**src/rtl/uart_rx_led_monitor.sv**
```systemverilog
// uart_rx_led_monitor: 8N1 receiver for an LED-state stream.
// Flags stop-bit framing errors and breaks in the 4-bit LED sequence, and keeps a saturating error count.
module uart_rx_led_monitor #(
    parameter int CLK_FREQ = 50000000,
    parameter int BAUD     = 115200
) (
    input  logic       clk,
    input  logic       reset,
    input  logic       rx,
    output logic [7:0] rx_data,
    output logic       rx_valid,
    output logic       frame_err,
    output logic       seq_err,
    output logic [3:0] led_echo,
    output logic [7:0] err_count
);
    localparam int CPB = CLK_FREQ / BAUD;
    localparam int CW  = $clog2(CPB + 1);
    localparam logic [CW-1:0] LAST = CW'(CPB - 1);
    localparam logic [CW-1:0] HALF = CW'(CPB / 2 - 1);

    typedef enum logic [2:0] {IDLE, START, DATA, STOP, WAIT_HIGH} state_t;

    state_t        state_q;
    logic [1:0]    sync_q;
    logic [CW-1:0] cnt_q;
    logic [2:0]    idx_q;
    logic [7:0]    shift_q, data_q, errc_q;
    logic [3:0]    ref_q, echo_q;
    logic          valid_q, ferr_q, serr_q, armed_q;
    logic          rxs, cnt_end, good_d, bad_d, seq_d;

    assign rxs     = sync_q[1];
    assign cnt_end = cnt_q == LAST;
    assign good_d  = state_q == STOP && cnt_end && rxs;
    assign bad_d   = state_q == STOP && cnt_end && !rxs;
    assign seq_d   = good_d && armed_q && shift_q[3:0] != ref_q + 4'd1;

    always_ff @(posedge clk or posedge reset) begin
        if (reset) begin
            state_q <= IDLE;
            sync_q  <= 2'b11;
            cnt_q   <= '0;
            idx_q   <= '0;
            shift_q <= '0;
            data_q  <= '0;
            errc_q  <= '0;
            ref_q   <= '0;
            echo_q  <= '0;
            valid_q <= 1'b0;
            ferr_q  <= 1'b0;
            serr_q  <= 1'b0;
            armed_q <= 1'b0;
        end else begin
            sync_q  <= {sync_q[0], rx};
            valid_q <= good_d;
            ferr_q  <= bad_d;
            serr_q  <= seq_d;
            if ((bad_d || seq_d) && errc_q != 8'hFF)
                errc_q <= errc_q + 8'd1;
            // The reference follows every good byte, so a single dropped byte costs one seq_err.
            if (good_d) begin
                data_q  <= shift_q;
                echo_q  <= shift_q[3:0];
                ref_q   <= shift_q[3:0];
                armed_q <= 1'b1;
            end
            case (state_q)
                IDLE: begin
                    cnt_q <= '0;
                    if (!rxs) state_q <= START;
                end
                START: begin
                    cnt_q <= cnt_q == HALF ? '0 : cnt_q + 1'b1;
                    idx_q <= '0;
                    if (cnt_q == HALF) state_q <= rxs ? IDLE : DATA;
                end
                DATA: begin
                    cnt_q <= cnt_end ? '0 : cnt_q + 1'b1;
                    if (cnt_end) begin
                        shift_q <= {rxs, shift_q[7:1]};
                        idx_q   <= idx_q + 3'd1;
                        if (idx_q == 3'd7) state_q <= STOP;
                    end
                end
                STOP: begin
                    cnt_q <= cnt_end ? '0 : cnt_q + 1'b1;
                    if (cnt_end) state_q <= rxs ? IDLE : WAIT_HIGH;
                end
                WAIT_HIGH: if (rxs) state_q <= IDLE;
                default:   state_q <= IDLE;
            endcase
        end
    end

    assign rx_data   = data_q;
    assign rx_valid  = valid_q;
    assign frame_err = ferr_q;
    assign seq_err   = serr_q;
    assign led_echo  = echo_q;
    assign err_count = errc_q;
endmodule

```
**config.mk**
```make
export PLATFORM = sky130hd
export DESIGN_NAME = uart_rx_led_monitor
export DESIGN_NICKNAME = d
export VERILOG_FILES = /design/src/rtl/uart_rx_led_monitor.sv
export SDC_FILE = /design/constraint.sdc
export NUM_CORES = 1
export LEC_CHECK = 0
export CAP_MARGIN = 10
export CORE_MARGIN = 4
export CORE_UTILIZATION = 59
export CTS_CLUSTER_DIAMETER = 120
export CTS_CLUSTER_SIZE = 40
export DETAILED_ROUTE_END_ITERATION = 7
export GPL_TIMING_DRIVEN = 0
export PLACE_DENSITY = 0.93
export SLEW_MARGIN = 20
export SYNTH_ARGS = -nofsm -noshare
export SYNTH_HDL_FRONTEND = slang
export SYNTH_SLANG_ARGS = --single-unit
```
**constraint.sdc**
```tcl
create_clock -name clk -period 2.96 [get_ports clk]
set_input_delay 0.444 -clock clk [delete_from_list [all_inputs] [get_ports clk]]
set_output_delay 0.444 -clock clk [all_outputs]
set_load 0.05 [all_outputs]
```
==> run summary <==
The flow ran to the end, and the final reports show no timing, DRC or antenna violations. Counting distinct cell types in the post-synthesis netlist gives 46. The first detailed-routing pass took 4 iterations. Counting cells, the worst reg-to-reg path comes to 8. The clock latency reported for the late side of the worst-skew pair is 0.30 ns, and the number of maximum-capacitance violations is 0.

At the end of the flow, the number of nets in the layout was 232. The number of port buffers came out at 25. In the synthesized netlist, the number of instances is 189. Counting flops and latches in the post-synthesis netlist gives 45. After clock tree synthesis, the clock-pin slew on the worst setup and hold paths is 0.09 ns.

The xor/xnor share of the synthesized area is 5.118%. Global routing used 20.92% of the available tracks. The switching part of the total was 19.26%. Timing analysis after detailed placement gives a worst setup slack of 0.7805 ns. Measured along the x axis, the die boundary spans 69.41 um. For hold timing, the worst endpoint is sync_q[1]. The final non-filler cell area was 0.002693 sq mm. The sequential cell area fraction in the yosys report is 50.73%, and the total of cells resized after clock tree synthesis is 0. The number of hold violations in the final report came out at 0. TritonCTS built the clock tree.

The library cell used most frequently in the layout, excluding fill and tap cells, is dfrtp_1. The die is 69.41 um tall. After Yosys synthesis, and, or, nand and nor cells account for 16.93% of the synthesized area. After Yosys synthesis, full adders, half adders and majority gates account for 3.937% of the synthesized area.

The total via count after detailed routing was 1604. The worst setup path is captured at a flop. The combinational family with the most area after synthesis was simple AND/OR/NAND/NOR gates.

The number of flops mapped to enable cells by yosys was 0. The top-level port count is 26. The pin count of the biggest net entering global routing is 32, and the number of placement rows is 22. The tree is rooted in a clkbuf_8.

For the wire length of the first global-routing pass, the log shows 8.024 mm. The worst register-to-register path ends at rx_data[4]. The worst hold path begins at sync_q[0]. After clock tree synthesis, the setup repair step added 0 buffers.

The number of nets in the synthesized netlist is 199. STA classifies the critical path startpoint as a flop. The share of total power dissipated in sequential elements is 51.9%. The tools report the setup skew after layout as 0.01052 ns.

The repair_antennas step left the layout with diodes totalling 0. In this run, the clock network consumes 46.5% of the power. Setup violations remaining at the end of the flow were counted as 0. The analysis attributes to cell leakage a power of 1.238 nW. The mux contribution to synthesized area was 11.70%; the period utilization was 74.42%.

In the layout the commonest cells are dfrtp_1, clkdlybuf4s50_1, mux2_2. The largest fanout of any net on the critical path works out to 10. The power density over cell area came out at 442.5 mW/mm^2. The average size of a mapped cell was 11.77 sq um; the register-to-register setup slack was 0.76 ns. Counting flops with an async set or reset pin after synthesis yields a share of 100.0%.

After detailed routing, the number of remaining DRC violations is 0. For this run, the top clock speed supported by timing is 454.0 MHz. Least setup slack across all paths after layout: 0.7572 ns. The run gives 0 as the initial antenna violation count.

The post-synthesis compound-gate area fraction was 7.312%. Summed over all failing endpoints, the final setup total negative slack is 0 ns. The arrival time at the worst endpoint was 2.40 ns.

The floorplan step defined a die boundary enclosing 0.004817 sq mm. The run gives 87 as the iteration-0 DRC count of the detailed router. The worst-case IR drop observed on VDD is 324.5 uV. The endpoint required time on the critical path came out at 3.15 ns. Walking the worst path, the cells encountered are inv_1 -> ha_1 -> or2b_1 -> nor4_4 -> nand2_2 -> nor3_2 -> buf_6 -> mux2_4.

The worst pin sits at a relative slew slack of 58.32%. The run gives 1.191 mW as the total power. At the pin with the least slew margin, the transition time is 0.6210 ns. The core footprint came out at 0.003661 sq mm. Wires add up to 4.578 mm. The via count of the first global-routing pass came out at 1602. Across all hold checks on the routed design, the worst slack comes to 0.3615 ns. In the final routed layout, each cell accounts on average for 16.89 um. Compared with the post-synthesis result, the final layout area differs by 21.03%.

The layout has 237 filler cells. The cell with the largest stage delay on the worst path was dfrtp_1. The via density per instance came out at 5.919. Class of the worst hold path: reg -> reg. The tools report the antenna violation net count after detailed routing as 0. The routed design could run at a clock period as short as 2.203 ns.

The half-perimeter wire length after detailed placement was 3.246 mm; the initial core utilization was 60.77%. The number of clock buffers added by TritonCTS is 5. Summing every instance area after synthesis gives 0.002225 sq mm. For this design the total switching power over the nets is 229.4 uW. Start-to-end type of the worst setup path: reg -> reg. The worst register-to-register path begins at cnt_q[1].

Combinational logic burns 1.6% of the power. The depth of the worst hold-timing path works out to 0. For the post-place instance area, the log shows 0.002555 sq mm. The logs give 962.0 uW for the total internal power and 45 for the number of clock sinks. The maximum cell stage delay along the critical path was 0.44 ns.

Number of hold-repair buffers added at the cts stage: 0. Yosys printed 0 warnings. At the end of routability-driven placement, the weighted congestion stood at 0.8372. The commonest register cell after synthesis was dfrtp_1. The share of cells above drive strength 1 works out to 21.08%.

The clock passes through at most 2 buffers. The run gives 0 as the total overflow reported by the global router. Setup repair after global routing left no endpoint under its margin. CTS built an H-tree with a depth of 2. For the final-report max-slew violation count, the log shows 0.
[cells by family (layout without fill, tap and decap cells)]
family	count (synthesis)	after routing
AND/OR/NAND/NOR	61	61
adder cells (fa/ha/maj)	7	7
flip-flops	45	45
AO/OA/AOI/OAI	25	25
buffers and inverters	17	51
multiplexers	21	21
XOR/XNOR	13	13
[registers in the layout (all words and copies together) (netlist names), 2 cells and up]
| register | cells |
|---|---|
| rx_data | 8 |
| shift_q | 8 |
| idx_q | 3 |
| cnt_q | 9 |
| err_count | 8 |
| state_q | 3 |
| sync_q | 2 |
[critical path, delay by kind of cell, from the launching register on]
kind                       cells  cell delay [ns]
adders and majority gates      1             0.15
buffers and inverters          2             0.30
DFF                            1             0.44
and+or+nand+nor                4             0.89
muxes                          1             0.31
[Yosys cell counts, types with 2 or more instances]
library cell	instances	area, sq um
dfstp_2	2	52.55
buf_6	2	22.52
and3_1	4	25.02
xor2_1	3	26.28
mux2_4	7	105.1
nand3_1	10	50.05
dfrtp_1	43	1076
nor3_2	2	20.02
or3_1	2	12.51
o21ai_0	5	25.02
a22o_1	4	35.03
mux2_2	12	135.1
nand4_1	8	50.05
buf_4	4	30.03
nand2_1	8	30.03
mux2i_1	2	20.02
ha_1	7	87.58
a31oi_1	2	12.51
xnor2_1	10	87.58
a21oi_1	6	30.03
nor2_1	8	30.03
inv_1	9	33.78
nor3b_1	2	15.01
a21o_1	2	15.01
nor3_1	4	20.02
[worst max path at each step]
stage	start	endpoint	slack (ns)	cells past startpoint
after floorplan	rx_data[0]	err_count[1]	0.79	6
after global placement	reset	shift_q[3]	0.59	2
after detailed placement	cnt_q[1]	rx_data[4]	0.78	8
after CTS	cnt_q[1]	rx_data[4]	0.76	8
after global routing	rx_data[0]	err_count[1]	0.63	6
final	cnt_q[1]	rx_data[4]	0.76	8
[final cells by class]
class	instances	area, sq um	share of cell area, %
Sequential cell	45	1129	41.91
Multi-Input combinational cell	127	1001	37.17
Timing Repair Buffer	26	270.3	10.04
Clock buffer	5	68.82	2.556
Clock inverter	3	68.82	2.556
Buffer	8	61.31	2.277
Tap cell	48	60.06	2.230
Inverter	9	33.78	1.255
[metal layers]
metal  GRT usage [%]  vias to the layer above  part of all wire [%]
met4           9.111                        0                   1.6
li1                -                      738                     -
met5               0                        -                     0
met3           4.058                        6                   5.5
met2           33.26                       58                    51
met1           27.84                      802                    42
[stage by stage]
stage,utilization (%),std cells
2_1_floorplan,-,189
5_1_grt,73.55,271
3_5_place_dp,69.79,263
4_1_cts,73.55,271
6_report,73.55,271
3_3_place_gp,69.24,262
[power by group through the flow]
stage | logic (mW) | registers, mW | clock network, mW
floorplan | 0.0104 | 0.630 | 0
global placement | 0.0162 | 0.631 | 0
detailed placement | 0.0202 | 0.631 | 0
CTS | 0.0201 | 0.619 | 0.564
global route | 0.0225 | 0.619 | 0.596
finish | 0.0190 | 0.619 | 0.554
Note: power is estimated with default switching activity, not from simulation.
